## config.mk

```make
export PLATFORM = sky130hd
export DESIGN_NAME = alu_issue_ctrl_flat
export DESIGN_NICKNAME = d
export VERILOG_FILES = /design/src/rtl/alu_issue_ctrl_pkg.sv /design/src/rtl/alu_issue_ctrl_if.sv /design/src/rtl/alu_flag_gen.sv /design/src/rtl/alu_issue_ctrl.sv /design/src/flat_wrapper.sv
export SDC_FILE = /design/constraint.sdc
export NUM_CORES = 1
export LEC_CHECK = 0
export BUFFER_PORTS_ARGS = -buffer_cell sky130_fd_sc_hd__buf_4
export CORE_AREA = 2 2 64 66
export CTS_CLUSTER_SIZE = 16
export DETAILED_ROUTE_END_ITERATION = 12
export DIE_AREA = 0 0 66 68
export PLACE_DENSITY = 0.83
export RECOVER_POWER = 25
export SLEW_MARGIN = 5
export SYNTH_ARGS = -nofsm -noshare
export SYNTH_HDL_FRONTEND = slang
export SYNTH_SLANG_ARGS = --single-unit
export TNS_END_PERCENT = 30
```

## constraint.sdc

```tcl
create_clock -name clk -period 4.59 [get_ports clk]
set_clock_uncertainty 0.15 [all_clocks]
set_input_delay 0.459 -clock clk [delete_from_list [all_inputs] [get_ports clk]]
set_output_delay 0.459 -clock clk [all_outputs]
set_load 0.005 [all_outputs]
```

## src/rtl/alu_issue_ctrl_pkg.sv

```systemverilog
// Shared ALU definitions: op encodings (mux input order) and issue FSM states.
// No logic, no latency.
// No flow control.
package alu_issue_ctrl_pkg;

  // Op codes map directly onto mux bank inputs i1..i8; no decode anywhere.
  localparam logic [2:0] OP_0 = 3'b000;
  localparam logic [2:0] OP_1 = 3'b001;
  localparam logic [2:0] OP_2 = 3'b010;
  localparam logic [2:0] OP_3 = 3'b011;
  localparam logic [2:0] OP_4 = 3'b100;
  localparam logic [2:0] OP_5 = 3'b101;
  localparam logic [2:0] OP_6 = 3'b110;
  localparam logic [2:0] OP_7 = 3'b111;

  typedef enum logic [1:0] {
    ST_IDLE = 2'd0,
    ST_EXEC = 2'd1,
    ST_DONE = 2'd2
  } state_t;

endpackage

```

## src/rtl/alu_issue_ctrl_if.sv

```systemverilog
// Bundle of command, function-unit/mux and result signals around the issue stage.
// No logic, no latency.
// Command and result sides use valid/ready; the mux side is free-running.
interface alu_issue_ctrl_if #(
  parameter int WIDTH = 8,
  parameter int CNT_W = 16
);
  logic             in_valid;
  logic             in_ready;
  logic [2:0]       in_op;
  logic [WIDTH-1:0] in_a;
  logic [WIDTH-1:0] in_b;
  logic [2:0]       sel;
  logic [WIDTH-1:0] fu_a;
  logic [WIDTH-1:0] fu_b;
  logic [WIDTH-1:0] mux_o;
  logic             out_valid;
  logic             out_ready;
  logic [WIDTH-1:0] out_result;
  logic             out_zero;
  logic             out_neg;
  logic [CNT_W-1:0] op_count;

  // Issue stage side.
  modport slave (
    input  in_valid, in_op, in_a, in_b, mux_o, out_ready,
    output in_ready, sel, fu_a, fu_b, out_valid, out_result, out_zero, out_neg, op_count
  );

  // Environment side: command source, mux bank and result sink.
  modport master (
    output in_valid, in_op, in_a, in_b, mux_o, out_ready,
    input  in_ready, sel, fu_a, fu_b, out_valid, out_result, out_zero, out_neg, op_count
  );
endinterface

```

## src/rtl/alu_flag_gen.sv

```systemverilog
// Zero / negative flags of a WIDTH-bit value.
// Purely combinational, zero latency.
// No flow control.
module alu_flag_gen #(
  parameter int WIDTH = 8
) (
  input  logic [WIDTH-1:0] i_value,
  output logic             o_zero,
  output logic             o_neg
);

  assign o_zero = (i_value == '0);
  assign o_neg  = i_value[WIDTH-1];

endmodule

```

## src/rtl/alu_issue_ctrl.sv

```systemverilog
// Issue stage ahead of the ALU mux bank: registers op/operands, captures the muxed result with flags.
// Accept at edge t, result captured at edge t+1, out_valid after t+1; peak one command per 2 cycles.
// Result held stable until out_ready; a new command is taken only as the current result drains.
module alu_issue_ctrl
  import alu_issue_ctrl_pkg::*;
#(
  parameter int WIDTH = 8,
  parameter int CNT_W = 16
) (
  input logic          clk,
  input logic          rst_n,
  alu_issue_ctrl_if.slave bus
);

  state_t           r_state;
  state_t           w_next_state;
  logic             w_in_ready;
  logic             w_out_valid;
  logic             w_accept;
  logic             w_consume;
  logic             w_zero;
  logic             w_neg;

  logic [2:0]       r_sel;
  logic [WIDTH-1:0] r_fu_a;
  logic [WIDTH-1:0] r_fu_b;
  logic [WIDTH-1:0] r_result;
  logic             r_zero;
  logic             r_neg;
  logic [CNT_W-1:0] r_count;

  assign w_accept  = bus.in_valid && w_in_ready;
  assign w_consume = w_out_valid && bus.out_ready;

  alu_flag_gen #(.WIDTH(WIDTH)) u_flags (
    .i_value (bus.mux_o),
    .o_zero  (w_zero),
    .o_neg   (w_neg)
  );

  // State register; reset aborts any command in flight.
  always_ff @(posedge clk or negedge rst_n) begin
    if (!rst_n) r_state <= ST_IDLE;
    else        r_state <= w_next_state;
  end

  // Next state and handshake outputs; ready never looks at in_valid, valid never at out_ready.
  always_comb begin
    w_next_state = r_state;
    w_in_ready   = 1'b0;
    w_out_valid  = 1'b0;
    case (r_state)
      ST_IDLE: begin
        w_in_ready = 1'b1;
        if (bus.in_valid) w_next_state = ST_EXEC;
      end
      ST_EXEC: begin
        w_next_state = ST_DONE;
      end
      ST_DONE: begin
        w_out_valid = 1'b1;
        w_in_ready  = bus.out_ready;
        if (bus.out_ready) w_next_state = bus.in_valid ? ST_EXEC : ST_IDLE;
      end
      default: begin
        w_next_state = ST_IDLE;
      end
    endcase
  end

  // Select and operands move only on an accepting edge so the mux bank sees no spurious changes.
  always_ff @(posedge clk or negedge rst_n) begin
    if (!rst_n) begin
      r_sel  <= OP_0;
      r_fu_a <= '0;
      r_fu_b <= '0;
    end else if (w_accept) begin
      r_sel  <= bus.in_op;
      r_fu_a <= bus.in_a;
      r_fu_b <= bus.in_b;
    end
  end

  // Capture the settled mux output and its flags at the end of the settle cycle.
  always_ff @(posedge clk or negedge rst_n) begin
    if (!rst_n) begin
      r_result <= '0;
      r_zero   <= 1'b0;
      r_neg    <= 1'b0;
    end else if (r_state == ST_EXEC) begin
      r_result <= bus.mux_o;
      r_zero   <= w_zero;
      r_neg    <= w_neg;
    end
  end

  // Count results taken downstream; wraps without saturation.
  always_ff @(posedge clk or negedge rst_n) begin
    if (!rst_n)         r_count <= '0;
    else if (w_consume) r_count <= r_count + CNT_W'(1);
  end

  assign bus.in_ready   = w_in_ready;
  assign bus.sel        = r_sel;
  assign bus.fu_a       = r_fu_a;
  assign bus.fu_b       = r_fu_b;
  assign bus.out_valid  = w_out_valid;
  assign bus.out_result = r_result;
  assign bus.out_zero   = r_zero;
  assign bus.out_neg    = r_neg;
  assign bus.op_count   = r_count;

endmodule

```

## src/flat_wrapper.sv

```systemverilog
// flat-port wrapper written by rule: the top's interface ports become plain ports
module alu_issue_ctrl_flat import alu_issue_ctrl_pkg::*;
#(
  parameter int WIDTH = 8,
  parameter int CNT_W = 16
)
  (clk, rst_n, bus_in_valid, bus_in_op, bus_in_a, bus_in_b, bus_mux_o, bus_out_ready, bus_in_ready, bus_sel, bus_fu_a, bus_fu_b, bus_out_valid, bus_out_result, bus_out_zero, bus_out_neg, bus_op_count);
  alu_issue_ctrl_if #(.WIDTH(WIDTH), .CNT_W(CNT_W)) bus_i ();
  input logic clk;
  input logic rst_n;
  input wire logic [$bits(bus_i.in_valid)-1:0] bus_in_valid;
  input wire logic [$bits(bus_i.in_op)-1:0] bus_in_op;
  input wire logic [$bits(bus_i.in_a)-1:0] bus_in_a;
  input wire logic [$bits(bus_i.in_b)-1:0] bus_in_b;
  input wire logic [$bits(bus_i.mux_o)-1:0] bus_mux_o;
  input wire logic [$bits(bus_i.out_ready)-1:0] bus_out_ready;
  output wire logic [$bits(bus_i.in_ready)-1:0] bus_in_ready;
  output wire logic [$bits(bus_i.sel)-1:0] bus_sel;
  output wire logic [$bits(bus_i.fu_a)-1:0] bus_fu_a;
  output wire logic [$bits(bus_i.fu_b)-1:0] bus_fu_b;
  output wire logic [$bits(bus_i.out_valid)-1:0] bus_out_valid;
  output wire logic [$bits(bus_i.out_result)-1:0] bus_out_result;
  output wire logic [$bits(bus_i.out_zero)-1:0] bus_out_zero;
  output wire logic [$bits(bus_i.out_neg)-1:0] bus_out_neg;
  output wire logic [$bits(bus_i.op_count)-1:0] bus_op_count;
  assign bus_i.in_valid = bus_in_valid;
  assign bus_i.in_op = bus_in_op;
  assign bus_i.in_a = bus_in_a;
  assign bus_i.in_b = bus_in_b;
  assign bus_i.mux_o = bus_mux_o;
  assign bus_i.out_ready = bus_out_ready;
  assign bus_in_ready = bus_i.in_ready;
  assign bus_sel = bus_i.sel;
  assign bus_fu_a = bus_i.fu_a;
  assign bus_fu_b = bus_i.fu_b;
  assign bus_out_valid = bus_i.out_valid;
  assign bus_out_result = bus_i.out_result;
  assign bus_out_zero = bus_i.out_zero;
  assign bus_out_neg = bus_i.out_neg;
  assign bus_op_count = bus_i.op_count;
  alu_issue_ctrl #(.WIDTH(WIDTH), .CNT_W(CNT_W)) u_core (.clk(clk), .rst_n(rst_n), .bus(bus_i));
endmodule
```

Yosys cells after proc, flatten, opt, wreduce, memory -nomap -nowiden
Cells that the tools add are included.
{"block": "word_totals", "output_inout_bits": 47, "input_bits": 31, "register_bits": 47, "elab_cells": 24}
{"block": "classes", "n_mux": 6, "add_sub_neg": 1, "n_eq_ne": 4, "n_reduce_logical": 5}
{"cell": "adder 16 x 1 -> 16 bit, second input constant", "n": 1}
{"cell": "zero test 8 bit", "n": 1}
{"cell": "case mux 2 bit (3 select lines)", "n": 1}
{"cell": "two-way mux 2 bit", "n": 2}
{"cell": "!= test 2 bit, second input constant", "n": 2}
{"cell": "equality test 2 x 1 -> 1 bit, second input constant", "n": 1}
{"cell": "equality test 2 bit, second input constant", "n": 1}
{"cell": "logical AND 1 bit", "n": 2}
{"cell": "zero test 2 bit", "n": 1}
{"cell": "two-way mux 1 bit", "n": 2}
{"cell": "case mux 1 bit (2 select lines)", "n": 1}
{"cell": "AND reduction 2 bit", "n": 1}

Depth between registers and ports, before layout
{"block": "depth", "depth_word": 3, "depth_mapped": 5, "depth_no_buf": 4}

Modules after synthesis
Synthesis repeated with hierarchy kept, for this count alone.
{"block": "hier_totals", "cells_unflattened": 132, "area_unflattened_um2": 1920.6}
{"module": "alu_issue_ctrl", "cells_per_inst": 128, "instances": 1, "seq_area_each_um2": 1176.1, "area_each_um2": 1894.3}
{"module": "alu_flag_gen", "cells_per_inst": 4, "instances": 1, "seq_area_each_um2": 0.0, "area_each_um2": 26.3}

Worst setup path before layout
Ideal clock, no wire load.
{"block": "synth_timing", "path_kind": "input port to flip-flop", "from": "in bus_out_ready", "to": "reg u_core.r_fu_a[0] (netlist: u_core.bus.fu_a[0])", "t_required_ns": 4.315, "n_path_buf": 1, "t_arrival_ns": 1.281, "stages": 5, "path_slack_ns": 3.034, "setup_time_ns": 0.125, "path_cell_list": "inv_1 a21oi_2 and2_1 buf_6 mux2_2"}
{"block": "synth_between", "elab_chain_cells": 2}
{"item": "start, declared", "line_no": "flat_wrapper.sv:16", "text": "input wire logic [$bits(bus_i.out_ready)-1:0] bus_out_ready;"}
{"item": "case mux 1 bit (2 select lines)", "line_no": "alu_issue_ctrl.sv:52", "text": "case (r_state)"}
{"item": "named net bus_in_ready", "line_no": "flat_wrapper.sv:17", "text": "output wire logic [$bits(bus_i.in_ready)-1:0] bus_in_ready;"}
{"item": "logical AND 1 bit", "line_no": "alu_issue_ctrl.sv:32", "text": "assign w_accept = bus.in_valid && w_in_ready;"}
{"item": "end signal, assigned", "line_no": "alu_issue_ctrl.sv:79", "text": "r_fu_a <= bus.in_a;"}
{"item": "end, declared", "line_no": "alu_issue_ctrl.sv:25", "text": "logic [WIDTH-1:0] r_fu_a;"}
The timed path passes the listed nets, and every way through them passes these cells.
A chain may end at the register's enable or synchronous reset.

==> impl_metrics.yaml <==
run_status:
  status: "complete, but fails checks"
  violations: "max-capacitance violations, max-slew violations"
placed_design:
  placed_cells: 254
  dpl.hpwl_mm: 2.95
  portBuffers: 77
  gp_congestion: 0.714
grt:
  grt-ovfl-total: 0
  grt_first_pass_wirelength_mm: 6.30
  grt_pass1_vias: 1350
  antenna_found_initial: 0
  grt_max_degree: 47
  grt_usage_pct: 19.1
setup_path:
  worstPathArrival_ns: 2.15
  crit_type: "input pin to asynchronous set/reset pin"
  r2r-end: "u_core.bus.fu_a[2]"
  r2r_slack_ns: 2.69
  cp_top_family: "buffers and inverters"
  cp_max_fo: 46
  slowest_stage: "clkbuf_1"
  crit_chain: "clkbuf_1"
  r2r-start: "u_core.r_state[1]"
  cp-start-kind: "input pin"
  endpoint_kind: "asynchronous set/reset pin"
  slowest_delay_ns: 1.66
  startpoint: "rst_n"
  cp.required_ns: 4.35
  cp_num_buf_inv: 1
  crit_end: "u_core.bus.fu_b[4]"
  reg2reg_depth: 3
  cp.depth: 1
yosys:
  synth_area_leaders: "dfrtp_1 61%, mux2_2 15%, xnor2_1 5.1%"
  ys_types: 28
  yosysSeqAreaShare_pct: 60.8
  yosys_warnings: 0
  yosysTopAreaCellShare_pct: 60.8
  synth_fp_nets: 163
  avgSynthCellArea_um2: 14.5
  synth_edf_count: 0
  async_flop_share_pct: 100
  synthesis.area_um2: 1890
  ys.flop_type: "dfrtp_1"
  synth_seq_cells: 46
  synth_largest_area_cell: "dfrtp_1"
  syn_inst: 131
timing:
  relSlewSlack_pct: -58.4
  drv_slew: 47
  worstMarginPinSlew_ns: 2.38
  fin_tns_setup_ns: 0
  finalCritPeriodShare_pct: 51.9
  setup_viol: 0
  rsz0062_at_grt: "no"
  period_minus_slack_ns: 2.38
  hold_violations: 0
  fmax_ghz: 0.419
run:
  cap_violations: 1
clock_network:
  cts-htree-levels: 2
  clock_sinks: 46
  postCtsSetupBuffers: 0
  clock_path_buffers: 2
  cts_tree: "done"
  ctsHoldBuffers: 0
  numCtsBuffers: 5
  cts.repair.resized: 0
  clock_latency_ns: 0.29
  clock-root-buffer: "clkbuf_8"
  clkSlewWorstSetupHoldPaths_ns: 0.08
finish:
  multi_input_area_um2: 693
  final_cell_mix: "76 x buf_4, 46 x dfrtp_1, 25 x mux2_2"
  area_growth_pct: 36.6
  seq_area_um2: 1150
  fill_cells: 310
  instances_no_fill: 262
  final_common_cell: "buf_4"
  num_antenna_cells: 0
  drive_above_1_share_pct: 55.2
  nets: 243
floorplanning:
  ios: 78
  rows: 23
  die-area_um2: 4490
  design.core.area_um2: 3860
  initial_utilization_pct: 49.1
  die_x_um: 66
  die_y_um: 68
pwr:
  vdd_drop_max_v: 0.000278
  total_power_mw: 1.14
  leakage_nw: 1.25
  p_per_area_nw_per_um2: 442
detailed_routing:
  drt-total-wl_mm: 3.84
  viasPerCell: 5.00
  routed-via-count: 1310
  drc: 0
  first_iter_violations: 54
  antenna_left: 0
  drtPass1Iterations: 4
  wl_per_cell_um: 14.6
min_path:
  hp-class: "input pin to flop"
[layer usage]
| metal | vias to the layer above | GRT usage [%] | part of all wire (%) |
|---|---|---|---|
| li1 | 613 | - | - |
| met1 | 646 | 21.6 | 38 |
| met2 | 49 | 32.3 | 53 |
| met3 | 2 | 8.06 | 8.7 |
| met4 | 0 | 7.40 | 0.57 |
| met5 | - | 0 | 0 |
[per-stage QoR]
step / area [µm²] / util, % / setup WS, ns / hold slack [ns]
2_1_floorplan: 1890 / - / 3.03 / 0.0134
3_3_place_gp: 2500 / 64.8 / 2.51 / 0.308
3_5_place_dp: 2500 / 64.8 / 2.43 / 0.331
4_1_cts: 2590 / 67.2 / 2.64 / 0.0218
5_1_grt: 2590 / 67.1 / 1.66 / 0.234
6_report: 2590 / 67.1 / 2.21 / 0.237
[area by class of cell]
class                           instances  area share [%]
Multi-Input combinational cell         77            26.8
Tap cell                               50            2.42
Inverter                                4           0.580
Clock buffer                            7            3.34
Timing Repair Buffer                   77            22.2
Clock inverter                          1           0.193
Sequential cell                        46            44.5
[where the power goes]
part | switching (mW) | internal (mW) | total [mW] | leakage [nW]
Combinational | 0.116 | 0.215 | 0.330 | 0.640
Sequential | 0.0698 | 0.499 | 0.569 | 0.565
Clock | 0.124 | 0.121 | 0.245 | 0.0482
[how the worst min path moves through the flow]
| stage | startpoint | endpoint | slack [ns] | depth (start not counted) |
|---|---|---|---|---|
| global route | bus_in_a[7] | u_core.bus.fu_a[7] | 0.23 | 2 |
| detailed placement | u_core.bus.fu_a[7] | u_core.bus.fu_a[7] | 0.33 | 1 |
| finish | bus_in_b[6] | u_core.bus.fu_b[6] | 0.24 | 2 |
| global placement | u_core.bus.op_count[15] | u_core.bus.op_count[15] | 0.31 | 1 |
| CTS | rst_n | u_core.bus.op_count[13] | 0.02 | 1 |
| floorplan | rst_n | u_core.bus.fu_a[0] | 0.01 | 0 |
[cell families after synthesis]
logic type	share of synthesized area, %
adders and majority gates	0.660
muxes	16.6
buffers and inverters	2.64
DFF	60.8
xor gates and xnor gates	6.93
AOI/OAI and AO/OA	0.991
and+or+nand+nor	11.4
[Yosys cell counts (3+ instances only)]
| cell | n |
|---|---|
| mux2_2 | 25 |
| xor2_1 | 4 |
| xnor2_1 | 11 |
| dfrtp_1 | 46 |
| nand2_1 | 5 |
| nand3_1 | 5 |
| inv_1 | 4 |
| mux2_1 | 3 |
[state kept, by name, indices dropped and copies added (netlist names)]
name / count
u_core.bus.out_result: 8
u_core.bus.out_zero: 1
u_core.bus.fu_a: 8
u_core.r_state: 2
u_core.bus.op_count: 16
u_core.bus.sel: 3
u_core.bus.fu_b: 8
No activity file was read; power rests on OpenSTA's default activity.
